### src/rtl/pipe_pkg.sv
// Shared pipeline-stage types: stage FSM encoding, per-boundary payload
// layouts and the no-op bubble each boundary drives when empty or flushed.
package pipe_pkg;

  typedef enum logic [1:0] {
    ST_EMPTY = 2'd0,
    ST_BUSY  = 2'd1,
    ST_FULL  = 2'd2
  } stage_e;

  typedef struct packed {
    logic [31:0] pc;
    logic [31:0] instr;
  } if_id_t;

  typedef struct packed {
    logic [31:0] pc;
    logic [31:0] rs1_val;
    logic [31:0] rs2_val;
    logic [31:0] imm;
    logic [4:0]  rd;
    logic [3:0]  alu_op;
    logic [1:0]  alu_b_sel;
    logic        reg_we;
    logic        mem_re;
    logic        mem_we;
  } id_ex_t;

  typedef struct packed {
    logic [31:0] alu_res;
    logic [31:0] st_data;
    logic [4:0]  rd;
    logic        reg_we;
    logic        mem_re;
    logic        mem_we;
  } ex_mem_t;

  typedef struct packed {
    logic [31:0] wb_data;
    logic [4:0]  rd;
    logic        reg_we;
  } mem_wb_t;

  // Bubbles must be architectural no-ops: no writeback, no memory access.
  localparam if_id_t IF_ID_BUBBLE = '{pc: 32'h0, instr: 32'h0000_0013};

  localparam id_ex_t ID_EX_BUBBLE = '{pc: 32'h0, rs1_val: 32'h0, rs2_val: 32'h0,
                                      imm: 32'h0, rd: 5'd0, alu_op: 4'd0,
                                      alu_b_sel: 2'b01, reg_we: 1'b0,
                                      mem_re: 1'b0, mem_we: 1'b0};

  localparam ex_mem_t EX_MEM_BUBBLE = '{alu_res: 32'h0, st_data: 32'h0, rd: 5'd0,
                                        reg_we: 1'b0, mem_re: 1'b0, mem_we: 1'b0};

  localparam mem_wb_t MEM_WB_BUBBLE = '{wb_data: 32'h0, rd: 5'd0, reg_we: 1'b0};

endpackage

### src/rtl/pipe_cnt_sat.sv
// Saturating event counter for the performance-monitor taps; clear beats
// increment so a coincident clear always reads back zero.
module pipe_cnt_sat
  import pipe_pkg::*;
#(
  parameter int unsigned CNT_W = 16
) (
  input  logic             clk,
  input  logic             rst,
  input  logic             inc_i,
  input  logic             clr_i,
  output logic [CNT_W-1:0] cnt_o
);

  logic [CNT_W-1:0] cnt_q, cnt_d;

  always_comb begin
    cnt_d = cnt_q;
    if (clr_i)
      cnt_d = '0;
    else if (inc_i && !(&cnt_q))
      cnt_d = cnt_q + CNT_W'(1);
  end

  always_ff @(posedge clk or posedge rst) begin
    if (rst) cnt_q <= '0;
    else     cnt_q <= cnt_d;
  end

  assign cnt_o = cnt_q;

endmodule

### src/rtl/pipe_stage_reg.sv
// Generic pipeline stage register with valid/ready handshake, flush bubble,
// optional skid entry (registered in_ready) and stall/flush perf counters.
module pipe_stage_reg
  import pipe_pkg::*;
#(
  parameter int unsigned       DATA_W     = 32,
  parameter logic [DATA_W-1:0] BUBBLE_VAL = {DATA_W{1'b0}},
  parameter int unsigned       SKID       = 0,
  parameter int unsigned       CNT_W      = 16
) (
  input  logic              clk,
  input  logic              rst,
  input  logic              flush,
  input  logic              in_valid,
  output logic              in_ready,
  input  logic [DATA_W-1:0] in_data,
  output logic              out_valid,
  input  logic              out_ready,
  output logic [DATA_W-1:0] out_data,
  output logic [CNT_W-1:0]  stall_cnt,
  output logic [CNT_W-1:0]  flush_cnt,
  input  logic              cnt_clr
);

  logic              in_fire, out_fire, skid_vld;
  logic [DATA_W-1:0] main_q, main_d;

  assign in_fire  = in_valid & in_ready;
  assign out_fire = out_valid & out_ready;
  assign out_data = main_q;

  always_ff @(posedge clk or posedge rst) begin
    if (rst) main_q <= BUBBLE_VAL;
    else     main_q <= main_d;
  end

  if (SKID == 0) begin : g_single
    logic vld_q, vld_d;

    // A stall (neither handshake) falls through and keeps main_q intact.
    always_comb begin
      vld_d  = vld_q;
      main_d = main_q;
      if (flush) begin
        vld_d  = 1'b0;
        main_d = BUBBLE_VAL;
      end else if (in_fire) begin
        vld_d  = 1'b1;
        main_d = in_data;
      end else if (out_fire) begin
        vld_d  = 1'b0;
        main_d = BUBBLE_VAL;
      end
    end

    always_ff @(posedge clk or posedge rst) begin
      if (rst) vld_q <= 1'b0;
      else     vld_q <= vld_d;
    end

    assign out_valid = vld_q;
    assign skid_vld  = 1'b0;
    assign in_ready  = ~flush & (~vld_q | out_ready);

  end else begin : g_skid
    stage_e            state_q, state_d;
    logic [DATA_W-1:0] skid_q, skid_d;
    logic              rdy_q;

    always_ff @(posedge clk or posedge rst) begin
      if (rst) begin
        state_q <= ST_EMPTY;
        skid_q  <= BUBBLE_VAL;
        rdy_q   <= 1'b1;
      end else begin
        state_q <= state_d;
        skid_q  <= skid_d;
        rdy_q   <= (state_d != ST_FULL);
      end
    end

    always_comb begin
      state_d = state_q;
      main_d  = main_q;
      skid_d  = skid_q;
      if (flush) begin
        state_d = ST_EMPTY;
        main_d  = BUBBLE_VAL;
        skid_d  = BUBBLE_VAL;
      end else begin
        case (state_q)
          ST_EMPTY: if (in_fire) begin
            state_d = ST_BUSY;
            main_d  = in_data;
          end
          ST_BUSY: begin
            if (in_fire && !out_fire) begin
              state_d = ST_FULL;
              skid_d  = in_data;
            end else if (out_fire && !in_fire) begin
              state_d = ST_EMPTY;
              main_d  = BUBBLE_VAL;
            end else if (in_fire && out_fire) begin
              main_d  = in_data;
            end
          end
          // Skid only ever refills main, so order stays FIFO.
          ST_FULL: if (out_fire) begin
            state_d = ST_BUSY;
            main_d  = skid_q;
            skid_d  = BUBBLE_VAL;
          end
          default: state_d = ST_EMPTY;
        endcase
      end
    end

    always_comb begin
      out_valid = (state_q != ST_EMPTY);
      skid_vld  = (state_q == ST_FULL);
      in_ready  = rdy_q & ~flush;
    end

    a_full_not_ready: assert property (@(posedge clk) disable iff (rst)
      state_q == ST_FULL |-> !in_ready);
  end

  pipe_cnt_sat #(.CNT_W(CNT_W)) u_stall_cnt (
    .clk  (clk),
    .rst  (rst),
    .inc_i(out_valid & ~out_ready),
    .clr_i(cnt_clr),
    .cnt_o(stall_cnt)
  );

  pipe_cnt_sat #(.CNT_W(CNT_W)) u_flush_cnt (
    .clk  (clk),
    .rst  (rst),
    .inc_i(flush & (out_valid | skid_vld)),
    .clr_i(cnt_clr),
    .cnt_o(flush_cnt)
  );

  a_bubble: assert property (@(posedge clk) disable iff (rst)
    !out_valid |-> out_data == BUBBLE_VAL);
  a_hold: assert property (@(posedge clk) disable iff (rst)
    (out_valid & ~out_ready & ~flush) |=> $stable(out_data));

endmodule

### config.mk
export PLATFORM = sky130hd
export DESIGN_NAME = pipe_stage_reg
export DESIGN_NICKNAME = d
export VERILOG_FILES = /design/src/rtl/pipe_pkg.sv /design/src/rtl/pipe_cnt_sat.sv /design/src/rtl/pipe_stage_reg.sv
export SDC_FILE = /design/constraint.sdc
export NUM_CORES = 1
export LEC_CHECK = 0
export BUFFER_PORTS_ARGS = -buffer_cell sky130_fd_sc_hd__buf_2
export CORE_MARGIN = 5
export CORE_UTILIZATION = 40
export DETAILED_ROUTE_END_ITERATION = 6
export PLACE_DENSITY = 0.74
export SLEW_MARGIN = 20
export SYNTH_ARGS = -nofsm -noshare
export SYNTH_HDL_FRONTEND = slang
export SYNTH_SLANG_ARGS = --single-unit
export TNS_END_PERCENT = 10
### constraint.sdc
create_clock -name clk -period 5.1 [get_ports clk]
set_clock_uncertainty 0.15 [all_clocks]
set_input_delay 1.02 -clock clk [delete_from_list [all_inputs] [get_ports clk]]
set_output_delay 1.02 -clock clk [all_outputs]
set_load 0.02 [all_outputs]
==> results of run 1 <==
[metal layers]
layer,part of all wire,vias up,GRT usage
met5,0,-,0
met4,0.018,0,0.0693
met3,0.074,11,0.0403
met2,0.43,101,0.250
met1,0.48,1329,0.224
li1,-,1324,-
[path summary, 6_finish.rpt]
check / start / endpoint / slack, ns / depth (start not counted)
min reg2reg: out_data[24] / out_data[24] / 0.35 / 1
min in group asynchronous: rst / u_stall_cnt.cnt_o[4] / 0.73 / 3
min: out_data[24] / out_data[24] / 0.35 / 1
max in group asynchronous: rst / out_data[18] / 3.49 / 3
max reg2reg: u_stall_cnt.cnt_o[0] / u_stall_cnt.cnt_o[0] / 2.39 / 5
max: out_ready / in_ready / 1.86 / 4
[Yosys cell counts, types with 3 or more instances]
cell type / instances / area share
nand3_1: 11 / 0.018
inv_1: 7 / 0.0084
dfrtp_1: 65 / 0.52
nor3b_1: 3 / 0.0072
buf_2: 5 / 0.0080
a211oi_1: 8 / 0.019
a22o_1: 32 / 0.089
o31ai_1: 9 / 0.022
mux2_2: 6 / 0.022
or4_1: 7 / 0.017
nand4_1: 8 / 0.016
and3_1: 3 / 0.0060
nor2_1: 18 / 0.022
clkbuf_1: 10 / 0.012
nor4_1: 9 / 0.018
or3_1: 7 / 0.014
o21ai_0: 5 / 0.0080
nor3_1: 6 / 0.0096
nand2b_1: 5 / 0.010
a21oi_1: 17 / 0.027
and4_1: 5 / 0.014
nor2b_1: 10 / 0.020
nand2_1: 12 / 0.014
[final cells by class]
class                      instances  share of cell area
clock inverter                     6             0.00904
timing repair buffer             104               0.135
clock buffer                      10              0.0329
sequential                        65               0.420
tap                              102              0.0329
multi-input combinational        206               0.364
inverter                           7             0.00678
[sequential cells by signal, indices dropped and copies added, names as in the netlist]
name               cells
out_data              32
u_flush_cnt.cnt_o     16
u_stall_cnt.cnt_o     16
out_valid              1
[cells by family after synthesis]
logic type | after synthesis | share of synthesized area
and+or+nand+nor | 118 | 0.227
AOI/OAI and AO/OA | 79 | 0.187
DFF | 65 | 0.519
buffers and inverters | 25 | 0.0347
muxes | 7 | 0.0247
adders and majority gates | 2 | 0.00798
[metrics by stage]
step,hold WS (ns),instance area [um^2]
global route,0.371,3880
detailed placement,0.339,3710
global placement,0.338,3710
CTS,0.358,3870
finish,0.352,3880
floorplan,0.476,3140
[power breakdown]
group / switching (mW) / internal (mW)
sequential: 0.0136 / 0.532
combinational: 0.0664 / 0.0391
clock: 0.200 / 0.173
total: 0.280 / 0.744
==> results.sh, run 1 <==
export IMPL_start_util=0.408
export IMPL_layout_drive_gt1_share=0.339
export IMPL_path_cells="buf_2, nor2b_1, nor2_1, buf_2"
export IMPL_numCtsBuffers=9
export IMPL_dr_pass1_iters=4
export IMPL_p_leak_nw=1.87
export IMPL_post_route_util=0.504
export IMPL_grt_pass1_vias=2772
export IMPL_worstPathRequired_ns=3.93
export IMPL_final_cell_mix="buf_2 (103), dfrtp_1 (65), a22o_1 (32)"
export IMPL_maxSlewViolCount=0
export IMPL_ys_seq_area_frac=0.519
export IMPL_min_path_type="flip-flop to flip-flop"
export IMPL_antenna_found_initial=0
export IMPL_rsz0062_at_grt="false"
export IMPL_clock_path_buffers=2
export IMPL_yosysUniqueCellTypes=47
export IMPL_final_common_cell="buf_2"
export IMPL_die_area_um2=9710
export IMPL_slowest_stage="nor2b_1"
export IMPL_clock_latency_ns=0.33
export IMPL_fin_setup_tns_ns=0
export IMPL_peakVddDrop_mv=0.156
export IMPL_drv_cap=0
export IMPL_dp_slack_ns=1.79
export IMPL_seq_area_um2=1630
export IMPL_min_period_ns=3.24
export IMPL_worstMarginPinSlew_ns=1.02
export IMPL_io_buffers=103
export IMPL_synth_edf_count=0
export IMPL_nNetsFinal=433
export IMPL_grt_ovfl_total=0
export IMPL_hold_violations=0
export IMPL_finalSetupViolCount=0
export IMPL_syn_inst=296
export IMPL_drc=0
export IMPL_grt_use_total=0.164
export IMPL_grt_max_degree=66
export IMPL_ys_ff_latch=65
export IMPL_worst_slack_ns=1.86
export IMPL_power_density_nw_per_um2=264
export IMPL_place_inst=484
export IMPL_grt_pass1_wl_mm=13.2
export IMPL_root_buffer="clkbuf_8"
export IMPL_p_total_mw=1.02
export IMPL_synth_ff_type="dfrtp_1"
export IMPL_drtIter0Drc=94
export IMPL_via_per_inst=5.53
export IMPL_status="finished, final reports clean"
export IMPL_multi_input_area_um2=1410
export IMPL_gp_congestion=0.825
export IMPL_io_pin_count=104
export IMPL_die_x_um=98.6
export IMPL_num_rows=32
export IMPL_max_stage_delay_ns=0.61
export IMPL_hold_buffers=0
export IMPL_fmax_ghz=0.309
export IMPL_clkTransAtPathRegs_ns=0.07
export IMPL_vias=2765
export IMPL_path_buf_inv=2
export IMPL_yosysWarnings=0
export IMPL_num_fill_cells=730
export IMPL_ant_nets=0
export IMPL_die_y_um=98.6
export IMPL_cts_sinks=65
export IMPL_cts_tree="yes"
export IMPL_end_kind="primary output"
export IMPL_cp_start_kind="input pin"
export IMPL_postSynthAreaPerCell_um2=10.6
export IMPL_ctsHtreeMaxLevel=3
export IMPL_path_max_fanout=11
export IMPL_cpMostUsedCell="buf_2"
export IMPL_netlist_area_um2=3140
export IMPL_critPathTopFamily="simple AND/OR/NAND/NOR gates"
export IMPL_synth_fp_nets=336
export IMPL_cts_resized=0
export IMPL_core_area_um2=7690
export IMPL_antenna_cells=0
export IMPL_critical_path_class="input pin to primary output"
export IMPL_async_reset_ff_frac=1.00
export IMPL_wl_per_cell_um=15.4
export IMPL_dpl_hpwl_mm=5.39
export IMPL_final_cells=500
export IMPL_routed_wl_mm=7.72
export IMPL_finalCritPeriodShare=0.635
export IMPL_area_growth_pct=23.6
export IMPL_cts_setup_buffers=0
export IMPL_arrival_ns=2.07
export IMPL_slew_headroom=0.315
No activity file was read; power rests on OpenSTA's default activity.
==> run 2: changes to the inputs <==
Clock period 5.1 ns to 3.31 ns, I/O delays scaled along.
==> run 2 against run 1 <==
Compared with the run above: clock-buffer cell count did not move; first-iteration DRC count rose by 9.6%; power rose by 88%; sequential share of layout area fell by 1.5 points; clock power rose by 150%; sequential cell count did not move; core utilization rose by 1.9 points; global-route usage barely moved; via count rose by 0.40%; critical endpoint is now u_stall_cnt.cnt_o[0]; highest routed layer is now met5.
==> results.sh, run 2 (synthesis results as in run 1) <==
export IMPL_clock_latency_ns=0.34
export IMPL_hold_violations=0
export IMPL_antenna_cells=0
export IMPL_multi_input_area_um2=1400
export IMPL_nNetsFinal=438
export IMPL_grt_pass1_vias=2745
export IMPL_status="finished, final reports clean"
export IMPL_slew_headroom=0.317
export IMPL_rrSetupSlack_ns=0.91
export IMPL_grt_use_total=0.165
export IMPL_drtIter0Drc=103
export IMPL_drc=0
export IMPL_critical_path_class="flip-flop to flip-flop"
export IMPL_worstMarginPinSlew_ns=1.02
export IMPL_path_cells="ha_1, nand3_1, nor4_2, nor4_1, or4_1"
export IMPL_finalCritPeriodShare=0.726
export IMPL_cp_start_kind="flip-flop"
export IMPL_rsz0062_at_grt="false"
export IMPL_final_common_cell="buf_2"
export IMPL_min_period_ns=2.40
export IMPL_cts_resized=0
export IMPL_worstReg2RegEnd="u_stall_cnt.cnt_o[0]"
export IMPL_dr_pass1_iters=4
export IMPL_largest_reg_flops=32
export IMPL_grt_pass1_wl_mm=13.2
export IMPL_dpl_hpwl_mm=5.46
export IMPL_wl_per_cell_um=15.7
export IMPL_power_density_nw_per_um2=480
export IMPL_path_max_fanout=7
export IMPL_cts_sinks=65
export IMPL_start_util=0.408
export IMPL_root_buffer="clkbuf_8"
export IMPL_fin_setup_tns_ns=0
export IMPL_seq_area_um2=1630
export IMPL_peakVddDrop_mv=0.214
export IMPL_grt_ovfl_total=0
export IMPL_num_rows=32
export IMPL_cts_tree="yes"
export IMPL_hold_buffers=0
export IMPL_ant_nets=0
export IMPL_final_cells=505
export IMPL_finalSetupViolCount=0
export IMPL_clkTransAtPathRegs_ns=0.07
export IMPL_cp_startpoint="u_stall_cnt.cnt_o[0]"
export IMPL_whs_ns=0.356
export IMPL_rr_startpoint="u_stall_cnt.cnt_o[0]"
export IMPL_antenna_found_initial=1
export IMPL_arrival_ns=2.46
export IMPL_fmax_ghz=0.416
export IMPL_maxSlewViolCount=0
export IMPL_worstPathRequired_ns=3.37
export IMPL_layout_drive_gt1_share=0.347
export IMPL_cts_setup_buffers=0
export IMPL_io_buffers=103
export IMPL_rr_worst_depth=5
export IMPL_end_kind="flip-flop"
export IMPL_max_stage_delay_ns=0.58
export IMPL_die_area_um2=9710
export IMPL_slowest_stage="nor4_2"
export IMPL_drv_cap=0
export IMPL_place_inst=489
export IMPL_vias=2776
export IMPL_core_area_um2=7690
export IMPL_ctsHtreeMaxLevel=3
export IMPL_final_cell_mix="buf_2 (103), dfrtp_1 (65), a22o_1 (32)"
export IMPL_numCtsBuffers=9
export IMPL_via_per_inst=5.50
export IMPL_grt_max_degree=66
export IMPL_p_leak_nw=1.95
export IMPL_die_y_um=98.6
export IMPL_routed_wl_mm=7.93
export IMPL_min_path_type="flip-flop to flip-flop"
export IMPL_p_total_mw=1.93
export IMPL_area_growth_pct=28.2
export IMPL_io_pin_count=104
export IMPL_clock_path_buffers=2
export IMPL_num_fill_cells=737
export IMPL_worst_slack_ns=0.908
export IMPL_dp_slack_ns=0.937
export IMPL_gp_congestion=0.794
export IMPL_crit_end="u_stall_cnt.cnt_o[0]"
export IMPL_die_x_um=98.6
run 2: cell count changes in the layout (fill, tap and decap cells not counted), moves of 2 or more:
cell / before / now
bufinv_16: 0 / 4
clkinv_2: 4 / 0
buf_4: 1 / 6
clkinvlp_4: 2 / 0
run 2: layout make-up:
type	instances	area share
repair buffers	109	0.139
clock buffers	10	0.0342
well taps	102	0.0317
multi-input cells	206	0.349
clock inverters	6	0.0342
inverters	7	0.00654
flip-flops and latches	65	0.405
run 2: how the worst min path moves through the flow:
stage	start	endpoint	slack, ns	cells past startpoint
2_1_floorplan	out_data[0]	out_data[0]	0.48	1
3_3_place_gp	out_data[26]	out_data[26]	0.33	1
3_5_place_dp	out_data[27]	out_data[27]	0.34	1
4_1_cts	out_data[27]	out_data[27]	0.36	1
5_1_grt	out_data[28]	out_data[28]	0.36	1
6_report	out_data[26]	out_data[26]	0.36	1
run 2: worst max-delay path: cells and delay by family, from the launching register on:
| kind | cells | cell delay [ns] |
|---|---|---|
| adders and majority gates | 1 | 0.32 |
| DFF | 1 | 0.48 |
| and+or+nand+nor | 4 | 1.33 |
run 2: through the flow:
stage / area (um^2) / utilization
after floorplan: 3140 / -
after detailed placement: 3740 / 0.487
final: 4020 / 0.523
after global placement: 3740 / 0.487
after CTS: 4020 / 0.523
after global routing: 4020 / 0.523
run 2: metal layers:
layer,vias up,GRT usage,wire length [um],part of all wire
met5,-,0,18,0.0023
met4,2,0.0651,141,0.018
met3,14,0.0538,614,0.077
met2,99,0.253,3570,0.45
met1,1327,0.217,3590,0.45
li1,1334,-,-,-
run 2: where the power goes:
| group | leakage (nW) | switching, mW | internal, mW | total [mW] |
|---|---|---|---|---|
| Clock | 0.137 | 0.322 | 0.601 | 0.923 |
| Combinational | 0.927 | 0.104 | 0.0630 | 0.167 |
| Sequential | 0.888 | 0.0199 | 0.819 | 0.839 |
| Total | 1.95 | 0.446 | 1.48 | 1.93 |
==> run 3: changes to the inputs <==
Settings changed: PLACE_DENSITY 0.74 to 0.76.
Clock period 3.31 ns to 2.19 ns, I/O delays scaled along.
==> run 3 against run 2 <==
Compared with the run above: combinational power is 59% higher; cell count is 1.8% higher; critical path type is now flip-flop to primary output; sequential cell count did not move; clock-buffer cell count is the same; non-clock buffer count up 9; first-iteration DRC count down 4.9%; critical path depth fell by 1; core utilization grew 0.93 points.
==> results.sh, run 3 (synthesis results as in run 1) <==
export IMPL_gp_congestion=0.871
export IMPL_numCtsBuffers=9
export IMPL_antenna_found_initial=0
export IMPL_finalInstanceArea_um2=4090
export IMPL_grt_pass1_wl_mm=13.2
export IMPL_seq_area_um2=1630
export IMPL_ctsHtreeMaxLevel=3
export IMPL_arrival_ns=1.46
export IMPL_power_density_nw_per_um2=682
export IMPL_io_buffers=103
export IMPL_slew_headroom=0.663
export IMPL_grt_use_total=0.166
export IMPL_fmax_ghz=0.488
export IMPL_multi_input_area_um2=1410
export IMPL_cp_startpoint="out_valid"
export IMPL_clock_latency_ns=0.34
export IMPL_largest_reg_flops=32
export IMPL_final_cells=514
export IMPL_via_per_inst=5.52
export IMPL_final_common_cell="buf_2"
export IMPL_maxSlewViolCount=0
export IMPL_routed_wl_mm=8.08
export IMPL_grt_ovfl_total=0
export IMPL_finalSetupViolCount=0
export IMPL_p_total_mw=2.79
export IMPL_cts_tree="yes"
export IMPL_min_path_type="input pin to asynchronous set/reset pin"
export IMPL_drtIter0Drc=98
export IMPL_path_max_fanout=11
export IMPL_antenna_cells=0
export IMPL_die_x_um=98.6
export IMPL_status="finished, final reports clean"
export IMPL_drv_cap=0
export IMPL_die_area_um2=9710
export IMPL_cts_setup_buffers=0
export IMPL_cts_resized=0
export IMPL_drc=0
export IMPL_grt_pass1_vias=2708
export IMPL_num_rows=32
export IMPL_critical_path_class="flip-flop to primary output"
export IMPL_layout_drive_gt1_share=0.369
export IMPL_nNetsFinal=447
export IMPL_finalCritPeriodShare=0.936
export IMPL_io_pin_count=104
export IMPL_clkTransAtPathRegs_ns=0.08
export IMPL_dpl_hpwl_mm=5.93
export IMPL_post_route_util=0.532
export IMPL_p_leak_nw=1.98
export IMPL_hold_buffers=0
export IMPL_hold_violations=0
export IMPL_min_period_ns=2.05
export IMPL_core_area_um2=7690
export IMPL_worstMarginPinSlew_ns=0.505
export IMPL_rr_startpoint="u_stall_cnt.cnt_o[1]"
export IMPL_final_cell_mix="buf_2 (103), dfrtp_1 (64), a22o_1 (32)"
export IMPL_rsz0062_at_grt="false"
export IMPL_dr_pass1_iters=4
export IMPL_wl_per_cell_um=15.7
export IMPL_area_growth_pct=30.4
export IMPL_num_fill_cells=731
export IMPL_grt_max_degree=41
export IMPL_clock_path_buffers=2
export IMPL_cts_sinks=65
export IMPL_end_kind="primary output"
export IMPL_peakVddDrop_mv=0.425
export IMPL_root_buffer="clkbuf_8"
export IMPL_start_util=0.408
export IMPL_worstPathRequired_ns=1.60
export IMPL_place_area_um2=3830
export IMPL_rr_worst_depth=5
export IMPL_cp_start_kind="flip-flop"
export IMPL_place_inst=498
export IMPL_fin_setup_tns_ns=0
export IMPL_die_y_um=98.6
export IMPL_vias=2837
export IMPL_ant_nets=0
[run 3: critical path: stages, from the launching register on]
cell and delay, ns:
dfrtp_2 0.48, nor2b_1 0.18, buf_12 0.14, nor2_1 0.13, buf_2 0.20
[run 3: area by class of cell]
cell class,count,share of cell area
clock inverters,6,0.0281
flip-flops and latches,65,0.398
well taps,102,0.0312
repair buffers,118,0.157
inverters,7,0.00734
clock buffers,10,0.0336
multi-input cells,206,0.345
[run 3: path summary, 6_finish.rpt]
| check | to | slack, ns |
|---|---|---|
| worst min-delay path | u_stall_cnt.cnt_o[0] | 0.02 |
| worst max-delay path | in_ready | 0.14 |
| worst max register to register | u_stall_cnt.cnt_o[0] | 0.15 |
| min in group clk | out_data[5] | 0.17 |
| worst min register to register | out_data[8] | 0.35 |
| max in group asynchronous | out_valid | 1.42 |
[run 3: layer usage]
layer / share of wire / track usage / vias up
met5: 0 / 0 / -
met4: 0.013 / 0.0641 / 0
met3: 0.069 / 0.0573 / 9
met2: 0.45 / 0.247 / 100
met1: 0.46 / 0.224 / 1370
li1: - / - / 1358
[run 3: where the power goes]
part | internal [mW] | switching (mW) | total, mW
clock | 0.791 | 0.468 | 1.26
combinational | 0.103 | 0.163 | 0.265
sequential | 1.24 | 0.0279 | 1.27
total | 2.13 | 0.658 | 2.79
[run 3: stage by stage]
| step | hold WS, ns | setup slack [ns] |
|---|---|---|
| floorplan | 0.354 | 0.0128 |
| global placement | 0.334 | 0.194 |
| detailed placement | 0.336 | 0.128 |
| CTS | 0.0178 | 0.0459 |
| global route | 0.0433 | 0.0281 |
| finish | 0.0228 | 0.141 |
